==> src/rtl/pc_next_unit_pkg.sv <==
// Shared types for the fetch-stage next-PC unit.
// Holds the FSM state encoding and the next-PC source-select codes.
// Imported by the target selector and the top level.
package pc_next_unit_pkg;

  localparam int PC_W_DEF = 32;

  // Fetch state: BOOT is a single settling cycle after reset.
  typedef enum logic [1:0] {
    S_BOOT = 2'd0,
    S_RUN  = 2'd1,
    S_HALT = 2'd2
  } state_e;

  // Where the next PC comes from when running.
  typedef enum logic [2:0] {
    SEL_SEQ  = 3'd0,
    SEL_BR   = 3'd1,
    SEL_J    = 3'd2,
    SEL_JR   = 3'd3,
    SEL_EXC  = 3'd4,
    SEL_HOLD = 3'd5
  } sel_e;

  // True for the control-flow sources whose target must be word aligned.
  function automatic logic is_redirect(sel_e s);
    return (s == SEL_BR) || (s == SEL_J) || (s == SEL_JR);
  endfunction

endpackage

==> src/rtl/pc_next_unit_if.sv <==
// Fetch-control bundle between decode/execute and the next-PC unit.
// Master drives redirect/stall/exception requests, slave returns the fetch PC.
// Purely a wiring container, no logic.
interface pc_next_unit_if #(
  parameter int PC_W = 32
);

  logic            i_stall;
  logic            i_branch_taken;
  logic [PC_W-1:0] i_branch_target;
  logic            i_jump;
  logic [PC_W-1:0] i_jump_target;
  logic            i_jr;
  logic [PC_W-1:0] i_jr_target;
  logic            i_exception;
  logic [PC_W-1:0] i_exc_pc;
  logic            i_halt;
  logic            i_resume;
  logic [PC_W-1:0] o_pc;
  logic [PC_W-1:0] o_pc_inc;
  logic            o_valid;
  logic            o_flush;
  logic            o_misaligned;
  logic [PC_W-1:0] o_epc;

  modport master (
    output i_stall, i_branch_taken, i_branch_target, i_jump, i_jump_target,
           i_jr, i_jr_target, i_exception, i_exc_pc, i_halt, i_resume,
    input  o_pc, o_pc_inc, o_valid, o_flush, o_misaligned, o_epc
  );

  modport slave (
    input  i_stall, i_branch_taken, i_branch_target, i_jump, i_jump_target,
           i_jr, i_jr_target, i_exception, i_exc_pc, i_halt, i_resume,
    output o_pc, o_pc_inc, o_valid, o_flush, o_misaligned, o_epc
  );

endinterface

==> src/rtl/pc_target_sel.sv <==
// Priority encoder and target mux for the next fetch PC.
// Purely combinational: exception > stall > jr > jump > branch > sequential.
// Flags a taken control-flow target whose low two bits are non-zero.
module pc_target_sel
  import pc_next_unit_pkg::*;
#(
  parameter int              PC_W    = PC_W_DEF,
  parameter logic [PC_W-1:0] EXC_VEC = PC_W'(32'h80)
) (
  input  logic [PC_W-1:0] pc_i,
  input  logic [PC_W-1:0] pc_inc_i,
  input  logic            stall_i,
  input  logic            exception_i,
  input  logic            jr_i,
  input  logic            jump_i,
  input  logic            branch_i,
  input  logic [PC_W-1:0] jr_target_i,
  input  logic [PC_W-1:0] jump_target_i,
  input  logic [PC_W-1:0] branch_target_i,
  output sel_e            sel_o,
  output logic [PC_W-1:0] target_o,
  output logic            misaligned_o
);

  // Pick the winning source and its target address.
  always_comb begin
    sel_o    = SEL_SEQ;
    target_o = pc_inc_i;
    if (exception_i) begin
      sel_o    = SEL_EXC;
      target_o = EXC_VEC;
    end else if (stall_i) begin
      sel_o    = SEL_HOLD;
      target_o = pc_i;
    end else if (jr_i) begin
      sel_o    = SEL_JR;
      target_o = jr_target_i;
    end else if (jump_i) begin
      sel_o    = SEL_J;
      target_o = jump_target_i;
    end else if (branch_i) begin
      sel_o    = SEL_BR;
      target_o = branch_target_i;
    end
  end

  assign misaligned_o = is_redirect(sel_o) && (target_o[1:0] != 2'b00);

endmodule

==> src/rtl/pc_next_unit.sv <==
// Fetch PC register, next-PC selection, halt FSM, EPC capture and squash pulses.
// Latency: any redirect reaches o_pc one clock after it is presented.
// Stall holds the PC (exception still wins); halt parks fetch until resume/exception.
module pc_next_unit
  import pc_next_unit_pkg::*;
#(
  parameter int              PC_W      = PC_W_DEF,
  parameter logic [PC_W-1:0] RESET_VEC = '0,
  parameter logic [PC_W-1:0] EXC_VEC   = PC_W'(32'h80),
  parameter int              INC       = 4
) (
  input  logic         clk,
  input  logic         rst,
  pc_next_unit_if.slave bus
);

  state_e          state_q, state_d;
  logic [PC_W-1:0] pc_q, pc_d;
  logic [PC_W-1:0] epc_q, epc_d;
  logic            flush_q, flush_d;
  logic            mis_q, mis_d;

  logic [PC_W-1:0] pc_inc;
  sel_e            sel;
  logic [PC_W-1:0] sel_target;
  logic            sel_mis;

  assign pc_inc = pc_q + PC_W'(INC);

  pc_target_sel #(
    .PC_W    (PC_W),
    .EXC_VEC (EXC_VEC)
  ) u_sel (
    .pc_i            (pc_q),
    .pc_inc_i        (pc_inc),
    .stall_i         (bus.i_stall),
    .exception_i     (bus.i_exception),
    .jr_i            (bus.i_jr),
    .jump_i          (bus.i_jump),
    .branch_i        (bus.i_branch_taken),
    .jr_target_i     (bus.i_jr_target),
    .jump_target_i   (bus.i_jump_target),
    .branch_target_i (bus.i_branch_target),
    .sel_o           (sel),
    .target_o        (sel_target),
    .misaligned_o    (sel_mis)
  );

  // Next-state, next-PC and pulse generation; pulses default low every cycle.
  always_comb begin
    state_d = state_q;
    pc_d    = pc_q;
    epc_d   = epc_q;
    flush_d = 1'b0;
    mis_d   = 1'b0;
    case (state_q)
      S_BOOT: begin
        // Inputs are ignored while settling; the boot vector itself is never fetched.
        state_d = S_RUN;
        pc_d    = pc_inc;
      end
      S_HALT: begin
        if (bus.i_exception) begin
          state_d = S_RUN;
          pc_d    = EXC_VEC;
          epc_d   = bus.i_exc_pc;
          flush_d = 1'b1;
        end else if (bus.i_resume) begin
          state_d = S_RUN;
        end
      end
      S_RUN: begin
        case (sel)
          SEL_EXC: begin
            pc_d    = EXC_VEC;
            epc_d   = bus.i_exc_pc;
            flush_d = 1'b1;
          end
          SEL_BR, SEL_J, SEL_JR: begin
            flush_d = 1'b1;
            if (sel_mis) begin
              // The faulting fetch is the one that issued the bad transfer.
              pc_d  = EXC_VEC;
              epc_d = pc_q;
              mis_d = 1'b1;
            end else begin
              pc_d = sel_target;
            end
          end
          SEL_HOLD: begin
            if (bus.i_halt) state_d = S_HALT;
          end
          default: begin
            if (bus.i_halt) state_d = S_HALT;
            else            pc_d    = sel_target;
          end
        endcase
      end
      default: state_d = S_BOOT;
    endcase
  end

  // State, PC, EPC and pulse registers with synchronous reset.
  always_ff @(posedge clk) begin
    if (rst) begin
      state_q <= S_BOOT;
      pc_q    <= RESET_VEC;
      epc_q   <= '0;
      flush_q <= 1'b0;
      mis_q   <= 1'b0;
    end else begin
      state_q <= state_d;
      pc_q    <= pc_d;
      epc_q   <= epc_d;
      flush_q <= flush_d;
      mis_q   <= mis_d;
    end
  end

  assign bus.o_pc         = pc_q;
  assign bus.o_pc_inc     = pc_inc;
  assign bus.o_valid      = (state_q == S_RUN);
  assign bus.o_flush      = flush_q;
  assign bus.o_misaligned = mis_q;
  assign bus.o_epc        = epc_q;

endmodule

==> src/flat_wrapper.sv <==
// flat-port wrapper written by rule: the top's interface ports become plain ports
module pc_next_unit_flat import pc_next_unit_pkg::*;
#(
  parameter int              PC_W      = PC_W_DEF,
  parameter logic [PC_W-1:0] RESET_VEC = '0,
  parameter logic [PC_W-1:0] EXC_VEC   = PC_W'(32'h80),
  parameter int              INC       = 4
)
  (clk, rst, bus_i_stall, bus_i_branch_taken, bus_i_branch_target, bus_i_jump, bus_i_jump_target, bus_i_jr, bus_i_jr_target, bus_i_exception, bus_i_exc_pc, bus_i_halt, bus_i_resume, bus_o_pc, bus_o_pc_inc, bus_o_valid, bus_o_flush, bus_o_misaligned, bus_o_epc);
  pc_next_unit_if #(.PC_W(PC_W)) bus_i ();
  input  logic clk;
  input  logic rst;
  input wire logic [$bits(bus_i.i_stall)-1:0] bus_i_stall;
  input wire logic [$bits(bus_i.i_branch_taken)-1:0] bus_i_branch_taken;
  input wire logic [$bits(bus_i.i_branch_target)-1:0] bus_i_branch_target;
  input wire logic [$bits(bus_i.i_jump)-1:0] bus_i_jump;
  input wire logic [$bits(bus_i.i_jump_target)-1:0] bus_i_jump_target;
  input wire logic [$bits(bus_i.i_jr)-1:0] bus_i_jr;
  input wire logic [$bits(bus_i.i_jr_target)-1:0] bus_i_jr_target;
  input wire logic [$bits(bus_i.i_exception)-1:0] bus_i_exception;
  input wire logic [$bits(bus_i.i_exc_pc)-1:0] bus_i_exc_pc;
  input wire logic [$bits(bus_i.i_halt)-1:0] bus_i_halt;
  input wire logic [$bits(bus_i.i_resume)-1:0] bus_i_resume;
  output wire logic [$bits(bus_i.o_pc)-1:0] bus_o_pc;
  output wire logic [$bits(bus_i.o_pc_inc)-1:0] bus_o_pc_inc;
  output wire logic [$bits(bus_i.o_valid)-1:0] bus_o_valid;
  output wire logic [$bits(bus_i.o_flush)-1:0] bus_o_flush;
  output wire logic [$bits(bus_i.o_misaligned)-1:0] bus_o_misaligned;
  output wire logic [$bits(bus_i.o_epc)-1:0] bus_o_epc;
  assign bus_i.i_stall = bus_i_stall;
  assign bus_i.i_branch_taken = bus_i_branch_taken;
  assign bus_i.i_branch_target = bus_i_branch_target;
  assign bus_i.i_jump = bus_i_jump;
  assign bus_i.i_jump_target = bus_i_jump_target;
  assign bus_i.i_jr = bus_i_jr;
  assign bus_i.i_jr_target = bus_i_jr_target;
  assign bus_i.i_exception = bus_i_exception;
  assign bus_i.i_exc_pc = bus_i_exc_pc;
  assign bus_i.i_halt = bus_i_halt;
  assign bus_i.i_resume = bus_i_resume;
  assign bus_o_pc = bus_i.o_pc;
  assign bus_o_pc_inc = bus_i.o_pc_inc;
  assign bus_o_valid = bus_i.o_valid;
  assign bus_o_flush = bus_i.o_flush;
  assign bus_o_misaligned = bus_i.o_misaligned;
  assign bus_o_epc = bus_i.o_epc;
  pc_next_unit #(.PC_W(PC_W), .RESET_VEC(RESET_VEC), .EXC_VEC(EXC_VEC), .INC(INC)) u_core (.clk(clk), .rst(rst), .bus(bus_i));
endmodule
==> config.mk <==
export PLATFORM = sky130hd
export DESIGN_NAME = pc_next_unit_flat
export DESIGN_NICKNAME = d
export VERILOG_FILES = /design/src/rtl/pc_next_unit_pkg.sv /design/src/rtl/pc_next_unit_if.sv /design/src/rtl/pc_target_sel.sv /design/src/rtl/pc_next_unit.sv /design/src/flat_wrapper.sv
export SDC_FILE = /design/constraint.sdc
export NUM_CORES = 1
export LEC_CHECK = 0
export BUFFER_PORTS_ARGS = -buffer_cell sky130_fd_sc_hd__buf_2
export CORE_MARGIN = 5
export CORE_UTILIZATION = 49
export CTS_BUF_LIST = sky130_fd_sc_hd__clkbuf_16
export CTS_CLUSTER_DIAMETER = 80
export DETAILED_ROUTE_END_ITERATION = 6
export GPL_TIMING_DRIVEN = 0
export MAX_ROUTING_LAYER = met4
export PLACE_DENSITY = 0.83
export SLEW_MARGIN = 10
export SYNTH_ARGS = -nofsm -noshare
export SYNTH_HDL_FRONTEND = slang
export SYNTH_SLANG_ARGS = --single-unit
==> constraint.sdc <==
create_clock -name clk -period 2.9 [get_ports clk]
set_input_delay 0.435 -clock clk [delete_from_list [all_inputs] [get_ports clk]]
set_output_delay 0.435 -clock clk [all_outputs]
set_load 0.02 [all_outputs]
### Word-level counts from Yosys, hierarchy flattened

Cells that the tools add are included.

* add/sub/neg operators: 1
* eq/ne operators: 15
* muxes and demuxes: 28
* bitwise gates (word level): 2
* reductions and logical operators: 13

Operators with widths (number)
* 2-to-1 mux 32 bit: 10
* case mux 32 bit (3 select lines): 2
* case mux 32 bit (2 select lines): 2
* adder 32 x 3 -> 32 bit (second input constant): 1
* 2-to-1 mux 2 bit: 6
* != test 2 bit (second input constant): 4
* AND reduction 4 bit: 2
* equality test 3 x 2 -> 1 bit (second input constant): 2
* equality test 3 bit (second input constant): 2
* 2-to-1 mux 3 bit: 2
* case mux 2 bit (3 select lines): 1
* OR reduction 3 bit: 2
* 2-to-1 mux 1 bit: 4
* != test 4 x 2 -> 1 bit (second input constant): 1
* nonzero test 2 bit: 2
* OR reduction 4 bit: 1
* equality test 3 x 1 -> 1 bit (second input constant): 1
* != test 3 x 1 -> 1 bit (second input constant): 1
* != test 3 x 2 -> 1 bit (second input constant): 1
* != test 3 bit (second input constant): 1
* AND reduction 3 bit: 1
* nonzero test 3 bit: 1
* equality test 2 x 1 -> 1 bit (second input constant): 1
* equality test 2 bit (second input constant): 1
* other kinds (5): 7

* register bits after elaboration: 68
* bits of input ports: 137
* output and inout port bits: 99
* logic and storage cells: 64

### Longest topological paths before layout

Gate-level depths: netlist of the first run.

* depth in word-level cells: 12
* depth in mapped cells: 9
* gate-level depth less buffers: 8

### Modules after synthesis

Synthesis of the first run repeated with hierarchy kept, for this count alone.

* cell total of the unflattened synthesis: 785
* area total of the unflattened synthesis: 6047.0 um2

By module, submodules not included
* pc_next_unit: instances 1, cells an instance 523, area each 4180.3 um2, sequential area each 1361.3 um2
* pc_target_sel: instances 1, cells an instance 262, area each 1866.8 um2, sequential area each 0.0 um2

### Least setup slack after synthesis of the first run

Ideal clock, no wire load.

* kind: reg2out
* from: register u_core.pc_q[10] (netlist: u_core.bus.o_pc[10])
* to: output port bus_o_pc_inc[29]
* arrival time: 2083 ps
* required time: 2465 ps
* path slack: 382 ps
* cell stages (with the launch flop): 7
* path buffers: 1
* cells stage by stage: dfxtp_1 -> buf_6 -> nand3_4 -> or4_4 -> nor4_4 -> nand2_2 -> xnor2_1

* cells in the longest elaborated chain, start to end: 1

Ends and longest elaborated chain
* from (decl): RTL line pc_next_unit.sv:18 `logic [PC_W-1:0] pc_q, pc_d;`
* from (signal assigned): RTL line pc_next_unit.sv:113 `pc_q <= pc_d;`
* adder 32 x 3 -> 32 bit: RTL line pc_next_unit.sv:28 `assign pc_inc = pc_q + PC_W'(INC);`
* to (decl): RTL line flat_wrapper.sv:25 `output wire logic [$bits(bus_i.o_pc_inc)-1:0] bus_o_pc_inc;`

No other way between the ends.

### Final worst setup path of the first run

* from: register u_core.pc_q[7] (netlist: u_core.bus.o_pc[7])
* to: output port bus_o_pc_inc[29]

Same word-level chain as after synthesis.

==> results of run 1 <==
[cells by family (layout without fill, tap and decap cells)]
family | Yosys count | count (layout) | share of synthesized area
AOI/OAI and AO/OA | 251 | 251 | 0.311
xor gates and xnor gates | 27 | 27 | 0.0423
adders and majority gates | 5 | 5 | 0.0112
buffers and inverters | 97 | 345 | 0.0876
DFF | 68 | 68 | 0.244
muxes | 39 | 39 | 0.0699
other | 0 | 1 | 0
and+or+nand+nor | 241 | 241 | 0.235
[metal layers]
metal	GRT usage	vias to the layer above	wire (um)
met5	-	-	0
met4	0.193	0	1280
met3	0.0817	104	3610
met2	0.587	613	11800
met1	0.522	3306	10700
li1	-	3236	-
[layout make-up]
| cell class | instances | area share |
|---|---|---|
| multi-input cells | 563 | 0.517 |
| flip-flops and latches | 68 | 0.186 |
| repair buffers | 237 | 0.162 |
| plain buffers | 74 | 0.0550 |
| clock buffers | 9 | 0.0305 |
| well taps | 143 | 0.0242 |
| clock inverters | 7 | 0.0157 |
| inverters | 18 | 0.00914 |
| diodes | 1 | 0.000338 |
[worst max-delay path: stages, from the launching register on]
cell and delay, ns:
dfxtp_2 0.47, and3_1 0.34, nand2_1 0.35, nor4_4 0.47
nand2_2 0.11, xnor2_1 0.16, buf_4 0.16
[state kept, by name (all words and copies together) (netlist names)]
name	flops
u_core.state_q	2
u_core.bus.o_misaligned	1
u_core.bus.o_pc	32
u_core.bus.o_flush	1
u_core.bus.o_epc	32
[timing repair]
item	4_1_cts	5_1_grt
pin swaps	1	3
hold buffers	0	0
setup endpoints to repair	19	15
setup buffers	1	3
gates resized for setup	20	12
[power by group through the flow]
stage                     registers (W)  logic (W)  clock network (W)
after floorplan                 0.00129   0.000784                  0
after global placement          0.00116    0.00149                  0
after detailed placement        0.00116    0.00150                  0
after CTS                       0.00116    0.00149            0.00129
after global routing            0.00118    0.00162            0.00133
final                           0.00117    0.00153            0.00130
[cells in the final DEF, fill, tap and decap left out, types with 5 or more instances in the layout]
master / synthesis / routed
clkbuf_16: 0 / 9
a21o_1: 6 / 6
o221ai_1: 5 / 5
nor3_2: 3 / 6
o21a_1: 8 / 8
inv_1: 17 / 18
nor3_1: 16 / 13
dfxtp_2: 0 / 11
a22oi_1: 11 / 11
nand2_1: 52 / 51
nand2b_1: 9 / 9
and3_1: 5 / 5
nor4_1: 9 / 7
a211oi_1: 41 / 41
clkbuf_1: 45 / 40
nand4_1: 17 / 17
o211ai_1: 10 / 10
xnor2_1: 22 / 22
xor2_1: 5 / 5
o22ai_1: 23 / 23
o21ai_0: 39 / 39
nor2_1: 70 / 66
nand3_1: 17 / 15
nor4_4: 3 / 5
buf_6: 8 / 8
buf_2: 12 / 243
a221o_1: 5 / 5
a21oi_1: 39 / 39
mux2i_1: 39 / 39
buf_4: 7 / 12
or3_1: 9 / 9
dfxtp_1: 68 / 57
a31oi_1: 14 / 14
[final timing paths]
kind,start,to,cells after the start
setup / recovery,u_core.bus.o_pc[7]$_SDFFE_PP0P_,bus_o_pc_inc[29],6
hold / removal,bus_i_jr_target[18],u_core.bus.o_pc[18]$_SDFFE_PP0P_,3
setup reg to reg,u_core.state_q[0]$_SDFFE_PP0P_,u_core.bus.o_pc[19]$_SDFFE_PP0P_,9
hold reg to reg,u_core.bus.o_epc[4]$_SDFFE_PP0P_,u_core.bus.o_epc[4]$_SDFFE_PP0P_,2
[through the flow]
stage                     area (um^2)  TNS (ns)  total power, W   util  setup slack [ns]
after detailed placement         6930    -0.449         0.00266  0.612            -0.106
after global routing             7390  -0.00196         0.00412  0.653          -0.00196
after CTS                        7330         0         0.00394  0.648          0.000449
final                            7390         0         0.00399  0.653            0.0453
after floorplan                  5590         0         0.00208      -             0.382
after global placement           6930    -0.613         0.00265  0.612            -0.152
==> results.tsv, run 1 <==
metric	value	unit
start_util	0.494	
totalWireLength	27.4	mm
drt-pass1-iter-count	7	
grt_start_max_net_pins	13	
seq_power_share	0.292	
seq_area	1380	um^2
core	11300	um^2
powerDensity	540	nW/um^2
synthCells	728	
synth.cell_area	5590	um^2
fp.dieH	117	um
power.leakage	3.19	nW
wl_per_cell	24.5	um
num_vias	7259	
drt-initial-drc-count	1026	
drive_gt1_frac	0.338	
yosys_warnings	0	
cts_htree_levels	3	
via_per_inst	6.48	
synth_edf_count	0	
cts_buffers	9	
grt_overflow_total	0	
ys_ff_latch	68	
dieArea	13600	um^2
hold_viol	0	
place.detailed.hpwl	20.5	mm
cp.required	2.47	ns
r2r_slack	0.06	ns
tightest_slew	1.28	ns
area_growth	32.3	%
post-route-period-util	0.984	
critPathKind	register to primary output	
drtAntennaViolNets	0	
cts_root_buffer	clkbuf_16	
multiInputGateArea	3820	um^2
grt_usage	0.399	
fin_nets	1113	
grt_pass1_vias	6861	
dp.cells	1104	
grt_pass1_wl	39.6	mm
port_buffers	233	
rows	39	
worstPathMaxFanout	10	
syn_nets	870	
fin_skew	0.0106	ns
synth_top_area_frac	0.244	
drv_cap	0	
switching_power	0.00158	W
cts_tree	done	
nFillCells	1076	
yosys.cell_count.top_type	nor2_1	
synth_area_per_cell	7.68	um^2
clk_pin_slew	0.07	ns
p_clk_frac	0.325	
yosys.area.top_type	dfxtp_1	
min_path_type	input port to register	
timing.fmax	350	MHz
ys_top_cells_by_area	dfxtp_1 24%, mux2i_1 7.0%, a211oi_1 5.5%	
place_congestion	1.04	
clk_latency	0.35	ns
ys.flop_type	dfxtp_1	
p_comb_frac	0.383	
status	completed	
holdWs	0.420	ns
p_int	0.00241	W
yosysUniqueCellTypes	79	
end_kind	primary output	
relSlewSlack	0.142	
setup_viol	0	
synthArstFlopShare	0	
cts_buffer_depth	2	
ir_drop	0.573	mV
synth_top_cells_by_count	70 x nor2_1, 68 x dfxtp_1, 52 x nand2_1	
clock_sink_count	68	
dieWidth	117	um
maxSlewViolCount	0	
antenna_found_initial	1	
yosysSeqAreaShare	0.244	
finalCriticalPeriod	2.85	ns
switching_share	0.397	
drc_errors	0	
cp-start-kind	register	
cp.arrival	2.42	ns
boundaryPins	236	
fin_cells	1120	
(Power assumes the default switching activity.)
==> run 2, diff against run 1 <==
- MAX_ROUTING_LAYER: met4 -> default
==> results.tsv, run 2 (same netlist as run 1, synthesis figures left out) <==
metric	value	unit	change
crit_slowest_cell	dfxtp_2		
clk_latency	0.34	ns	about the same
finalCriticalPeriod	2.85	ns	-0.00873 ns
holdBufCountCts	0		unchanged
drc_errors	0		unchanged
powerDensity	504	nW/um^2	-6.8%
cts_buffer_depth	2		unchanged
rsz0062_at_grt	no		
grt_pass1_wl	38.2	mm	-3.4%
setup_viol	0		unchanged
fp.dieH	117	um	unchanged
cp.required	2.47	ns	about the same
status	completed		
power.leakage	3.15	nW	-1.2%
cts_htree_levels	3		unchanged
grt_start_max_net_pins	12		-1
utilization	0.645		-0.00763
fin_nets	1114		+0.090%
via_per_inst	6.44		-0.57%
area_growth	30.8	%	
min_path_type	input port to register		
fin_skew	0.0139	ns	+0.00338 ns
end_kind	primary output		
holdWs	0.427	ns	+0.00710 ns
drt-initial-drc-count	997		-2.8%
post-route-period-util	0.981		-0.00301
cp-start-kind	register		
tns	0	ns	unchanged
worstPathMaxFanout	9		-1
cp.arrival	2.41	ns	about the same
totalWireLength	26.6	mm	-3.1%
dieWidth	117	um	unchanged
hold_viol	0		unchanged
timing.fmax	351	MHz	+0.31%
dieArea	13600	um^2	unchanged
pre_cts_slack	-0.0535	ns	+0.0525 ns
maxSlewViolCount	0		unchanged
place.detailed.hpwl	20.1	mm	-2.0%
grt_pass1_vias	6771		-1.3%
clk_pin_slew	0.07	ns	about the same
wl_per_cell	23.7	um	-3.0%
drv_cap	0		unchanged
drtAntennaViolNets	0		unchanged
clock_sink_count	68		unchanged
grt_usage	0.372		-0.0274
setup_ws	0.0540	ns	+0.00873 ns
critPathKind	register to primary output		
rows	39		unchanged
critPathMaxStageDelay	0.45	ns	-0.02 ns
drive_gt1_frac	0.335		-0.00307
drt-pass1-iter-count	7		unchanged
antenna_found_initial	0		-1
place_congestion	1.01		-2.9%
mostFrequentLayoutCells	244 x buf_2, 66 x nor2_1, 60 x dfxtp_1, 50 x nand2_1, 41 x a211oi_1		
tightest_slew	1.26	ns	-0.0264 ns
ir_drop	0.334	mV	-42%
cts_tree	done		
final_common_cell	buf_2		
n_antenna_cell	0		-1
port_buffers	233		unchanged
boundaryPins	236		unchanged
grt_overflow_total	0		unchanged
core	11300	um^2	unchanged
cts_root_buffer	clkbuf_16		
num_vias	7211		-0.66%
relSlewSlack	0.159		+0.0177
cts_buffers	9		unchanged
path_cells	ha_2 > nand3_2 > nor2_4 > nand4_1 > xnor2_1 > buf_2		
start_util	0.494		unchanged
==> run 2: cell types whose count changed in the layout (fill, tap and decap cells not counted), sizes merged <==
cell,change
clkbuf,+2
bufinv,-3
diode,-1
clkinvlp,+2
buf,-1
==> run 2: worst paths after layout <==
path	slack (ns)	endpoint	cells after the start	startpoint
min	0.43	u_core.bus.o_pc[18]$_SDFFE_PP0P_	3	bus_i_jr_target[18]
min reg2reg	0.49	u_core.bus.o_epc[11]$_SDFFE_PP0P_	2	u_core.bus.o_epc[11]$_SDFFE_PP0P_
max	0.05	bus_o_pc_inc[20]	6	u_core.bus.o_pc[2]$_SDFFE_PP0P_
max reg2reg	0.17	u_core.bus.o_pc[19]$_SDFFE_PP0P_	9	u_core.state_q[1]$_SDFFE_PP0P_
==> run 2: critical path: cells and delay by family, from the launching register on <==
family | cells | cell delay (ns)
simple gates | 3 | 0.83
buf+inv | 1 | 0.21
xor+xnor | 1 | 0.30
flops | 1 | 0.45
fa+ha+maj | 1 | 0.28
==> run 2: what timing repair did <==
| action | CTS | global route |
|---|---|---|
| pin swaps | 1 | 4 |
| resized for setup | 18 | 13 |
| setup buffers | 1 | 2 |
| endpoints found under the setup margin | 19 | 11 |
==> run 2: area by class of cell <==
type / count / area, um^2
fillers: 1086 / 4010
flip-flops and latches: 68 / 1370
clock inverters: 6 / 33.8
multi-input cells: 563 / 3820
well taps: 143 / 179
plain buffers: 76 / 417
inverters: 18 / 67.6
clock buffers: 9 / 225
repair buffers: 236 / 1190
==> run 2: layer usage <==
metal,part of all wire,GRT usage,vias up
li1,-,-,3229
met1,0.39,0.491,3275
met2,0.44,0.578,626
met3,0.14,0.111,81
met4,0.030,0.129,0
met5,0,0,-
==> run 2: power by group <==
group	internal, W	switching, W	leakage (nW)
sequential	0.00106	0.0000992	0.560
clock	0.000566	0.000435	0.128
combinational	0.000513	0.00101	2.47
total	0.00214	0.00154	3.15
==> run 2: metrics by stage <==
| step | total power (W) | instances | area, um^2 |
|---|---|---|---|
| after detailed placement | 0.00265 | 1104 | 6930 |
| final | 0.00368 | 1119 | 7310 |
| after global placement | 0.00264 | 1104 | 6930 |
| after global routing | 0.00382 | 1119 | 7310 |
| after floorplan | 0.00208 | 728 | 5590 |
| after CTS | 0.00364 | 1119 | 7270 |
